$ cat src/rtl/playback_pkg.sv
// Shared types and constants for the playback sequencer: state encoding,
// latency counter width and default geometry.
package playback_pkg;

  localparam int CNT_W       = 4;
  localparam int DEF_ADDR_W  = 16;
  localparam int DEF_ROM_LAT = 2;

  typedef enum logic [3:0] {
    ST_IDLE      = 4'd0,
    ST_SYNC_LOAD = 4'd1,
    ST_LOAD      = 4'd2,
    ST_WAIT      = 4'd3,
    ST_CAPTURE   = 4'd4,
    ST_SYNC_INC  = 4'd5,
    ST_INC       = 4'd6
  } state_t;

endpackage

$ cat src/rtl/playback_lat_cnt.sv
// ROM latency down-counter: loads ROM_LAT on entry to WAIT and flags expiry
// at zero, so WAIT spans ROM_LAT+1 cycles.
module playback_lat_cnt
  import playback_pkg::*;
#(
  parameter int ROM_LAT = DEF_ROM_LAT
) (
  input  logic clk,
  input  logic rst_n,
  input  logic load,
  input  logic dec,
  output logic expired
);

  logic [CNT_W-1:0] cnt;

  always_ff @(posedge clk or negedge rst_n) begin
    if (!rst_n) begin
      cnt <= '0;
    end else if (load) begin
      cnt <= CNT_W'(ROM_LAT);
    end else if (dec && (cnt != '0)) begin
      cnt <= cnt - CNT_W'(1);
    end
  end

  assign expired = (cnt == '0);

endmodule

$ cat src/rtl/playback_seq.sv
// Playback sequencer: steps a ROM address once per sample period from start to
// end (wrapping), strobes sample capture after the ROM latency, pulses done.
// Optional PLAYBACK_LOOP_EN adds loop_en to restart at start_q on an end match.
module playback_seq
  import playback_pkg::*;
#(
  parameter int ADDR_W  = DEF_ADDR_W,
  parameter int ROM_LAT = DEF_ROM_LAT
) (
  input  logic              clk,
  input  logic              rst_n,
  input  logic              start,
  input  logic [ADDR_W-1:0] start_addr,
  input  logic [ADDR_W-1:0] end_addr,
  input  logic              period_expired,
  input  logic              abort,
`ifdef PLAYBACK_LOOP_EN
  input  logic              loop_en,
`endif
  output logic              busy,
  output logic [ADDR_W-1:0] rom_addr,
  output logic              sample_capture,
  output logic              done
);

  state_t            state, state_nxt;
  logic [ADDR_W-1:0] start_q, end_q;
  logic              lat_load, lat_expired, end_match, done_nxt, loop_sel;

`ifdef PLAYBACK_LOOP_EN
  assign loop_sel = loop_en;
`else
  assign loop_sel = 1'b0;
`endif

  assign end_match = (rom_addr == end_q);

  always_comb begin
    state_nxt = state;
    done_nxt  = 1'b0;
    lat_load  = 1'b0;
    // Abort wins over every other transition once a playback is underway.
    if ((state != ST_IDLE) && abort) begin
      state_nxt = ST_IDLE;
    end else begin
      case (state)
        ST_IDLE:      if (start) state_nxt = ST_SYNC_LOAD;
        ST_SYNC_LOAD: if (period_expired) state_nxt = ST_LOAD;
        ST_LOAD: begin
          state_nxt = ST_WAIT;
          lat_load  = 1'b1;
        end
        ST_WAIT:      if (lat_expired) state_nxt = ST_CAPTURE;
        ST_CAPTURE: begin
          if (!end_match) begin
            state_nxt = ST_SYNC_INC;
          end else if (loop_sel) begin
            state_nxt = ST_SYNC_LOAD;
          end else begin
            state_nxt = ST_IDLE;
            done_nxt  = 1'b1;
          end
        end
        ST_SYNC_INC:  if (period_expired) state_nxt = ST_INC;
        ST_INC: begin
          state_nxt = ST_WAIT;
          lat_load  = 1'b1;
        end
        default:      state_nxt = ST_IDLE;
      endcase
    end
  end

  always_ff @(posedge clk or negedge rst_n) begin
    if (!rst_n) begin
      state    <= ST_IDLE;
      done     <= 1'b0;
      start_q  <= '0;
      end_q    <= '0;
      rom_addr <= '0;
    end else begin
      state <= state_nxt;
      done  <= done_nxt;
      if ((state == ST_IDLE) && start) begin
        start_q <= start_addr;
        end_q   <= end_addr;
      end
      // Pointer only moves when the FSM really advances into WAIT.
      if ((state == ST_LOAD) && !abort) begin
        rom_addr <= start_q;
      end else if ((state == ST_INC) && !abort) begin
        rom_addr <= rom_addr + ADDR_W'(1);
      end
    end
  end

  assign busy           = (state != ST_IDLE);
  assign sample_capture = (state == ST_CAPTURE);

  playback_lat_cnt #(
    .ROM_LAT (ROM_LAT)
  ) u_lat_cnt (
    .clk     (clk),
    .rst_n   (rst_n),
    .load    (lat_load),
    .dec     (state == ST_WAIT),
    .expired (lat_expired)
  );

endmodule

$ cat config.mk
export PLATFORM = sky130hd
export DESIGN_NAME = playback_seq
export DESIGN_NICKNAME = d
export VERILOG_FILES = /design/src/rtl/playback_pkg.sv /design/src/rtl/playback_lat_cnt.sv /design/src/rtl/playback_seq.sv
export SDC_FILE = /design/constraint.sdc
export NUM_CORES = 1
export LEC_CHECK = 0
export BUFFER_PORTS_ARGS = -buffer_cell sky130_fd_sc_hd__clkbuf_2
export CAP_MARGIN = 20
export CORE_UTILIZATION = 55
export DETAILED_ROUTE_END_ITERATION = 10
export MAX_ROUTING_LAYER = met4
export PLACE_DENSITY_LB_ADDON = 0.08
export SLEW_MARGIN = 40
export SYNTH_ARGS = -nofsm -noshare
export SYNTH_HDL_FRONTEND = slang
export SYNTH_SLANG_ARGS = --single-unit
$ cat constraint.sdc
create_clock -name clk -period 2.2 [get_ports clk]
set_clock_uncertainty 0.2 [all_clocks]
set_input_delay 0.22 -clock clk [delete_from_list [all_inputs] [get_ports clk]]
set_output_delay 0.22 -clock clk [all_outputs]
set_load 0.02 [all_outputs]
# Word level (Yosys, flattened, before mapping)
# Cells that the tools add are included.
[totals] ff_bits=57 output_inout_bits=19 wordCells=49
[op_classes] n_addsub=2 n_eq_ne=11 n_mux=16 reduce_logical=14
[ops] operator="16-bit 2-to-1 mux" count=2
[ops] operator="4-bit 2-to-1 mux" count=7
[ops] operator="4-bit case mux with 6 select lines" count=1
[ops] operator="16-bit by 1-bit adder with 16-bit output, second input constant" count=1
[ops] operator="16-bit equality test" count=1
[ops] operator="4-bit by 3-bit equality test with 1-bit output, second input constant" count=3
[ops] operator="3-bit != test, second input constant" count=4
[ops] operator="4-bit by 2-bit equality test with 1-bit output, second input constant" count=2
[ops] operator="4-bit logical NOT" count=2
[ops] operator="4-bit nonzero test" count=2
[ops] operator="1-bit logical AND" count=5
[ops] operator="1-bit 2-to-1 mux" count=5
[ops] operator="4-bit by 1-bit equality test with 1-bit output, second input constant" count=1
[ops] operator="4-bit AND reduction" count=1
[ops] operator="2-bit nonzero test" count=2
[ops] operator="4-bit by 1-bit subtractor with 4-bit output, second input constant" count=1
[ops] operator="3-bit 2-to-1 mux" count=1
[ops] operator="2-bit OR reduction" count=1
[ops] operator="1-bit logical NOT" count=1

# Logic depth before layout (Yosys ltp)
# Gate-level depths: netlist of the first run.
[depth] depth_word=5 ltp_mapped=7 depth_no_buf=6

# By module
# From an unflattened synthesis of the first run, not the netlist that was laid out.
[unflattened] hier_cells=273 hier_area_um2=3029.2
[by_module_without_submodules] mod="playback_seq" n_inst=1 cells_each=249 area_each_um2=2781.4 seq_area_each_um2=1301.2
[by_module_without_submodules] mod="playback_lat_cnt" n_inst=1 cells_each=24 area_each_um2=247.7 seq_area_each_um2=100.1

# Least setup slack after synthesis of the first run
# OpenSTA, ideal clock, no wires.
[synth_path] kind="reg2reg" startpoint="register rom_addr[7]" endpoint="register rom_addr[12]" setup_time_ns=0.137 arrival_ns=1.637 slack_ns=0.227 stages_incl_launch_ff=6 period_less_slack_ns=1.973 path_cell_list="dfrtp_1 > buf_2 > nand4_4 > or4_4 > o31ai_1 > a21oi_1"
[synth_via] elab_chain_cells=3
[synth_lines] element="from (decl)" line="playback_seq.sv:21" rtl="output logic [ADDR_W-1:0] rom_addr,"
[synth_lines] element="from (signal assigned)" line="playback_seq.sv:90" rtl="rom_addr <= start_q;"
[synth_lines] element="from (signal assigned)" line="playback_seq.sv:92" rtl="rom_addr <= rom_addr + ADDR_W'(1);"
[synth_lines] element="16-bit by 1-bit adder with 16-bit output" line="playback_seq.sv:92"
[synth_lines] element="16-bit 2-to-1 mux" line="playback_seq.sv:91" rtl="end else if ((state == ST_INC) && !abort) begin"
[synth_lines] element="16-bit 2-to-1 mux" line="playback_seq.sv:89" rtl="if ((state == ST_LOAD) && !abort) begin"
# No other way between the ends. The select of a mux whose other input is x is not followed.
# A chain may end at the register's enable or synchronous reset.

# Final worst setup path of the first run
[layout_path] startpoint="register state[0]" endpoint="register rom_addr[13]"
[layout_via] elab_chain_cells=3
[layout_lines] element="from (decl)" line="playback_seq.sv:26" rtl="state_t state, state_nxt;"
[layout_lines] element="from (signal assigned)" line="playback_seq.sv:82" rtl="state <= state_nxt;"
[layout_lines] element="4-bit by 2-bit equality test with 1-bit output / 4-bit by 3-bit equality test with 1-bit output (equally long branches)" line="playback_seq.sv:89, playback_seq.sv:91"
[layout_lines] element="1-bit logical AND, on equally long branches" line="playback_seq.sv:89, playback_seq.sv:91"
[layout_lines] element="16-bit 2-to-1 mux / 2-bit nonzero test (equally long branches)"
# Parallel ways exist; a longest one is shown, timed or not.

==> flow_summary.json, run 1 <==
{
  "die-area_sq_mm": 0.00560,
  "startpoint_type": "register",
  "end_kind": "register",
  "overflow": 0,
  "syn_to_final_growth_pct": 30.1,
  "syn_avg_cell_area_sq_um": 10.8,
  "cts_resized": 0,
  "path_clk_slew_ns": 0.10,
  "cts.htree.levels": 2,
  "synth-simple-area-share_pct": 15.7,
  "drt-pass1-iter-count": 4,
  "cp.required_ns": 2.20,
  "grt_start_max_net_pins": 36,
  "ff_latch_area_sq_mm": 0.00140,
  "synthMuxAreaShare_pct": 15.8,
  "synthTopCellsByCount": "56 x dfrtp_1, 32 x mux2_2, 19 x nand2_1, 17 x xnor2_1, 12 x a21oi_1",
  "nets": 403,
  "drv_cap": 0,
  "ys_warn_count": 0,
  "final_area_sq_mm": 0.00380,
  "ir_drop_mv": 0.752,
  "slew_viol_final": 0,
  "die_y_um": 74.8,
  "placedInstanceArea_sq_mm": 0.00331,
  "synth_edf_count": 0,
  "drt_iter0_drc": 93,
  "ys_ff_latch": 56,
  "wire_per_inst_um": 15.6,
  "synth_nets": 313,
  "core_sq_mm": 0.00511,
  "setup_slack_ns": 0.186,
  "num_vias": 2388,
  "p_leak_nw": 1.71,
  "grt_pass1_wl_um": 11000,
  "cp_max_fo": 11,
  "slew_headroom_pct": 61.4,
  "final_cells": 431,
  "postRouteAntennaNets": 0,
  "synth_top_cell_area_share_pct": 48.0,
  "insertion_delay_ns": 0.31,
  "dp_hpwl_um": 4850,
  "grt_pass1_vias": 2314,
  "synth.distinct_cells": 39,
  "max_freq_mhz": 497,
  "rsz0062_at_grt": "false",
  "cts_sinks": 56,
  "crit_arrival_ns": 2.02,
  "min_path_type": "primary input to register",
  "drcViolationCount": 0,
  "cts-root-buf": "clkbuf_8",
  "dieWidth_um": 74.8,
  "power_mw": 5.36,
  "worstMarginPinSlew_ns": 0.579,
  "wirelength_um": 6740,
  "routed_via_density": 5.54,
  "outcome": "completed",
  "netlist_instances": 270,
  "synth_ff_type": "dfrtp_1",
  "place_inst": 390,
  "dpl_worst_slack_ns": 0.236,
  "yosysSeqAreaShare_pct": 48.0,
  "yosysMostFrequentCell": "dfrtp_1",
  "yosysTopAreaCell": "dfrtp_1",
  "fillers": 383,
  "antenna_found_initial": 0,
  "ios": 56,
  "synth_top_cells_by_area": "dfrtp_1 48%, mux2_2 12%, xnor2_1 5.1%, mux2i_1 3.4%, ha_1 2.6%",
  "cts_buffers": 5,
  "synth_top_family_by_area": "multiplexers",
  "synth_compound_area_share_pct": 8.79,
  "setup_total_negative_slack_ns": 0,
  "drive_above_1_share_pct": 30.5,
  "reg2reg_slack_ns": 0.19,
  "synth-xor-area-share_pct": 5.70,
  "multi_input_area_sq_mm": 0.00142,
  "place_congestion": 0.975,
  "cts_tree": "yes",
  "post-route-min-period_ns": 2.01,
  "yosys.area_share.adder_pct": 2.57,
  "rows": 26,
  "cts_hold_buf": 33,
  "port_buffers": 55,
  "post-cts-setup-buffers": 0,
  "synth_area_sq_mm": 0.00292,
  "n_antenna_cell": 0,
  "crit_type": "register to register",
  "finalSetupViolCount": 0,
  "period_share_pct": 91.5,
  "track_usage_pct": 27.4,
  "ys_async_sr_fraction_pct": 100,
  "start_util_pct": 57.1,
  "hold_viol": 0,
  "pwr_density_cell_mw_per_mm2": 1410,
  "clockBufferDepth": 2
}
## cell families (layout without fill, tap and decap cells)
group	count (synthesis)	count (layout)
buffers and inverters	25	116
adders and majority gates	6	6
and+or+nand+nor	82	82
muxes	42	42
AOI/OAI and AO/OA	40	40
xor gates and xnor gates	19	19
DFF	56	56
## state kept, by name (all words and copies together), names as in the netlist
| name | count |
|---|---|
| end_q | 16 |
| rom_addr | 16 |
| start_q | 16 |
| u_lat_cnt.cnt | 4 |
| state | 3 |
| done | 1 |
## final timing paths
check,cells past startpoint,endpoint,startpoint
hold reg to reg,1,start_q[11],start_q[11]
setup reg to reg,6,rom_addr[13],state[0]
setup / recovery,6,rom_addr[13],state[0]
hold / removal,4,state[1],abort
max in group asynchronous,3,rom_addr[8],rst_n
min in group asynchronous,2,u_lat_cnt.cnt[3],rst_n
## report_power, final
part           switching, mW  leakage (nW)  total, mW  internal (mW)
sequential             0.584         0.669       2.12           1.54
combinational           1.17         0.963       2.33           1.17
clock                  0.331        0.0784      0.900          0.569
total                   2.08          1.71       5.36           3.28
## layer usage
metal  routed length [um]  vias to the layer above  track usage, %
met2                 3190                       92            44.6
met4                  187                        0            10.3
met3                  414                       19            4.69
met5                    0                        -               -
li1                     -                     1140               -
met1                 2950                     1137            34.3
## cell usage in the layout, fill, tap and decap left out, drive strengths merged, types with 5 or more instances in the layout
master,count
clkbuf,60
nand2,19
ha,6
a21oi,12
inv,10
buf,10
o21ai,6
nor2b,5
nand3,9
nor3,5
nor2,9
mux2i,10
xnor2,17
nand4,10
and3,5
dfrtp,56
nand2b,6
o22ai,11
mux2,32
dlygate4sd3,33
## metrics by stage
| stage | util (%) | hold WS (ns) |
|---|---|---|
| 2_1_floorplan | - | -0.276 |
| 3_3_place_gp | 64.7 | 0.0383 |
| 3_5_place_dp | 64.7 | 0.0520 |
| 4_1_cts | 74.3 | 0.0810 |
| 5_1_grt | 74.3 | 0.111 |
| 6_report | 74.3 | 0.0850 |
## cell type report
cell class                      instances  area share, %
Clock inverter                          3           2.37
Sequential cell                        56           36.9
Timing Repair Buffer                   98           18.3
Multi-Input combinational cell        189           37.3
Clock buffer                            5           1.81
Inverter                               10          0.989
Tap cell                               70           2.31
## critical path, cell delays in order, from the launching register on
cell and delay, ns:
dfrtp_1 0.43, inv_1 0.09, ha_1 0.19, nor2b_1 0.26
nand2b_1 0.34, o22a_1 0.27, and3_1 0.13
(Power assumes the default switching activity.)
==> run 2, diff against run 1 <==
Settings changed: PLACE_DENSITY set to 0.79, PLACE_DENSITY_LB_ADDON 0.08 to unset.
==> flow_summary.json, run 2 (same netlist as run 1, synthesis figures left out) <==
{
  "drive_above_1_share_pct": 30.4,
  "slew_viol_final": 0,
  "fillers": 395,
  "nets": 404,
  "max_freq_mhz": 507,
  "num_vias": 2383,
  "overflow": 0,
  "core_sq_mm": 0.00511,
  "ff_latch_area_sq_mm": 0.00140,
  "cp.required_ns": 2.19,
  "multi_input_area_sq_mm": 0.00142,
  "grt_start_max_net_pins": 37,
  "cts-root-buf": "clkbuf_8",
  "die_y_um": 74.8,
  "cp_max_fo": 6,
  "startpoint_type": "register",
  "netSwitchingPower_mw": 2.08,
  "cts.htree.levels": 2,
  "port_buffers": 55,
  "cts_buffers": 5,
  "wirelength_um": 6690,
  "track_usage_pct": 27.0,
  "wire_per_inst_um": 15.5,
  "post-route-min-period_ns": 1.97,
  "crit_arrival_ns": 1.97,
  "crit_type": "register to register",
  "outcome": "completed",
  "period_share_pct": 89.7,
  "cts_hold_buf": 33,
  "place_congestion": 0.881,
  "setup_total_negative_slack_ns": 0,
  "slew_headroom_pct": 64.3,
  "clockBufferDepth": 2,
  "ios": 56,
  "antenna_found_initial": 0,
  "drcViolationCount": 0,
  "power_frac_seq_pct": 41.3,
  "start_util_pct": 57.1,
  "power_mw": 5.12,
  "drv_cap": 0,
  "power_frac_clock_pct": 13.1,
  "hold_viol": 0,
  "worstMarginPinSlew_ns": 0.530,
  "n_antenna_cell": 0,
  "rows": 26,
  "dieWidth_um": 74.8,
  "post-cts-setup-buffers": 0,
  "grt_pass1_vias": 2230,
  "drt-pass1-iter-count": 4,
  "p_int_mw": 3.04,
  "cts_sinks": 56,
  "insertion_delay_ns": 0.31,
  "finalSetupViolCount": 0,
  "sw_frac_of_total_pct": 40.6,
  "top_regs": "end_q x16, rom_addr x16, start_q x16",
  "dp_hpwl_um": 4740,
  "syn_to_final_growth_pct": 28.2,
  "postRouteAntennaNets": 0,
  "grt_pass1_wl_um": 10700,
  "cts_resized": 0,
  "crit_path_top_delay_cell": "dfrtp_1",
  "end_kind": "register",
  "drt_iter0_drc": 177,
  "p_leak_nw": 1.69,
  "layout_common_cells": "56 x dfrtp_1, 55 x clkbuf_2, 33 x dlygate4sd3_1",
  "rsz0062_at_grt": "false",
  "ir_drop_mv": 0.704,
  "min_path_type": "primary input to register",
  "combPwrFrac_pct": 45.6,
  "pwr_density_cell_mw_per_mm2": 1370,
  "routed_via_density": 5.52,
  "cpPeakStageDelay_ns": 0.45,
  "cts_tree": "yes",
  "path_clk_slew_ns": 0.10,
  "die-area_sq_mm": 0.00560,
  "critical-path-top-delay-family": "simple AND/OR/NAND/NOR gates",
  "layout_commonest_cell": "dfrtp_1",
  "path_cells": "ha_1, nand2_1, or4_4, o31ai_1, a21oi_1",
  "crit_buf_inv": 0
}
==> run 2: final timing paths <==
path | start | end | slack, ns | depth (start not counted)
hold reg to reg | start_q[4] | start_q[4] | 0.32 | 1
hold / removal | abort | state[1] | 0.07 | 4
setup reg to reg | rom_addr[0] | rom_addr[12] | 0.23 | 5
max in group asynchronous | rst_n | rom_addr[5] | 1.16 | 3
min in group asynchronous | rst_n | u_lat_cnt.cnt[3] | 0.24 | 3
setup / recovery | rom_addr[0] | rom_addr[12] | 0.23 | 5
==> run 2: metrics by stage <==
step	utilization [%]	cell area (sq um)	hold slack, ns	instances	setup slack [ns]
floorplan	-	2920	-0.276	270	0.227
global route	73.2	3740	0.0854	432	0.0827
finish	73.2	3740	0.0653	432	0.227
global placement	64.6	3300	0.0182	391	0.308
detailed placement	64.6	3300	0.0190	391	0.262
CTS	73.2	3740	0.0623	432	0.233
==> run 2: routing by layer <==
layer  wire length [um]  global-route usage (%)
met1               3010                    35.5
met2               3300                    43.4
met3                303                    4.82
met4                 73                    6.92
met5                  0                       -
==> run 2: area by class of cell <==
| cell class | instances | share of cell area (%) |
|---|---|---|
| inverters | 10 | 1.00 |
| flip-flops and latches | 56 | 37.5 |
| well taps | 70 | 2.34 |
| clock inverters | 2 | 0.937 |
| clock buffers | 6 | 1.94 |
| repair buffers | 99 | 18.4 |
| multi-input cells | 189 | 37.9 |
==> run 2: power by group through the flow <==
stage	clock network (mW)	logic, mW	registers, mW
detailed placement	0	2.28	2.12
finish	0.672	2.34	2.11
floorplan	0	1.60	2.08
CTS	0.681	2.34	2.10
global route	0.727	2.56	2.18
global placement	0	2.21	2.10
==> run 2: worst register-to-register path, cell delays in order (launching register included) <==
cell     delay, ns
dfrtp_1       0.45
ha_1          0.29
nand2_1       0.14
or4_4         0.44
o31ai_1       0.24
a21oi_1       0.10
==> run 3, diff against run 2 <==
Settings changed: CORE_ASPECT_RATIO set to 1.5.
==> flow_summary.json, run 3 (same netlist as run 1, synthesis figures left out) <==
{
  "outcome": "completed",
  "setup_total_negative_slack_ns": 0,
  "drcViolationCount": 0,
  "postRouteAntennaNets": 0,
  "worstMarginPinSlew_ns": 0.685,
  "p_leak_nw": 1.67,
  "layout_commonest_cell": "dfrtp_1",
  "insertion_delay_ns": 0.30,
  "cts_buffers": 5,
  "cts_tree": "yes",
  "crit_type": "register to register",
  "cpPeakStageDelay_ns": 0.42,
  "path_cells": "inv_1, ha_1, nor2b_1, nand2b_1, o22a_1, and3_1",
  "grt_pass1_wl_um": 11500,
  "clockBufferDepth": 2,
  "path_clk_slew_ns": 0.09,
  "cts.htree.levels": 2,
  "hold_viol": 0,
  "antenna_found_initial": 0,
  "post-route-min-period_ns": 2.03,
  "rows": 32,
  "ir_drop_mv": 0.662,
  "track_usage_pct": 28.7,
  "syn_to_final_growth_pct": 27.4,
  "dieWidth_um": 61.5,
  "die_y_um": 91.2,
  "core_sq_mm": 0.00512,
  "routed_via_density": 5.61,
  "startpoint_type": "register",
  "slew_headroom_pct": 54.3,
  "crit_arrival_ns": 2.03,
  "top_regs": "end_q x16, rom_addr x16, start_q x16",
  "nets": 402,
  "wirelength_um": 6890,
  "grt_pass1_vias": 2471,
  "cts-root-buf": "clkbuf_8",
  "wire_per_inst_um": 16.1,
  "slew_viol_final": 0,
  "cp_max_fo": 11,
  "post-cts-setup-buffers": 0,
  "die-area_sq_mm": 0.00561,
  "drv_cap": 0,
  "period_share_pct": 92.3,
  "place_congestion": 0.872,
  "cts_sinks": 56,
  "num_vias": 2394,
  "crit_path_top_delay_cell": "dfrtp_1",
  "finalSetupViolCount": 0,
  "cts_hold_buf": 33,
  "layout_common_cells": "56 x dfrtp_1, 55 x clkbuf_2, 33 x dlygate4sd3_1",
  "end_kind": "register",
  "rsz0062_at_grt": "false",
  "drt-pass1-iter-count": 4,
  "min_path_type": "primary input to register",
  "max_freq_mhz": 492,
  "cp.required_ns": 2.20,
  "port_buffers": 55,
  "overflow": 0,
  "grt_start_max_net_pins": 57,
  "dp_hpwl_um": 4680,
  "reg2reg_slack_ns": 0.17,
  "n_antenna_cell": 0,
  "critical-path-top-delay-family": "simple AND/OR/NAND/NOR gates",
  "drt_iter0_drc": 112,
  "drive_above_1_share_pct": 29.8,
  "cts_resized": 0,
  "crit_buf_inv": 1,
  "start_util_pct": 56.9,
  "pwr_density_cell_mw_per_mm2": 1350,
  "fin_util_pct": 72.5,
  "ios": 56
}
[run 3: report_power, final]
part	switching (mW)	internal, mW	total (mW)
Sequential	0.573	1.54	2.11
Clock	0.302	0.217	0.519
Combinational	1.19	1.19	2.38
[run 3: per-layer routing]
| layer | wire length (um) | vias to the layer above | part of all wire [%] | GRT usage (%) |
|---|---|---|---|---|
| li1 | - | 1140 | - | - |
| met3 | 309 | 25 | 4.5 | 4.27 |
| met5 | 0 | - | 0 | - |
| met2 | 3790 | 83 | 55 | 49.0 |
| met1 | 2530 | 1146 | 37 | 31.5 |
| met4 | 257 | 0 | 3.7 | 13.7 |
[run 3: path summary, 6_finish.rpt]
path / from / endpoint / depth (start not counted)
worst max-delay path: state[0] / rom_addr[13] / 6
worst min-delay path: abort / state[2] / 4
worst max register to register: state[0] / rom_addr[13] / 6
worst min register to register: start_q[8] / start_q[8] / 1
max in group asynchronous: rst_n / start_q[8] / 3
min in group asynchronous: rst_n / u_lat_cnt.cnt[3] / 3
[run 3: layout make-up]
| type | count | area [sq um] |
|---|---|---|
| clock inverter | 1 | 5.00 |
| fill | 386 | 1410 |
| multi-input combinational | 189 | 1420 |
| timing repair buffer | 97 | 698 |
| clock buffer | 6 | 72.6 |
| sequential | 56 | 1400 |
| inverter | 10 | 37.5 |
| tap | 68 | 85.1 |
[run 3: per-stage QoR]
stage / setup slack [ns] / hold slack, ns / cells / area, sq um / power [mW]
finish: 0.169 / 0.104 / 427 / 3720 / 5.01
global placement: 0.246 / 0.194 / 387 / 3310 / 4.33
floorplan: 0.227 / -0.276 / 270 / 2920 / 3.68
detailed placement: 0.208 / 0.198 / 387 / 3310 / 4.43
CTS: 0.182 / 0.106 / 427 / 3720 / 5.00
global route: 0.0595 / 0.129 / 427 / 3720 / 5.34
[run 3: worst min-delay path: cells and delay by family]
kind | cells | cell delay [ns]
AOI/OAI and AO/OA | 1 | 0.07
and+or+nand+nor | 2 | 0.15
buffers and inverters | 1 | 0.14
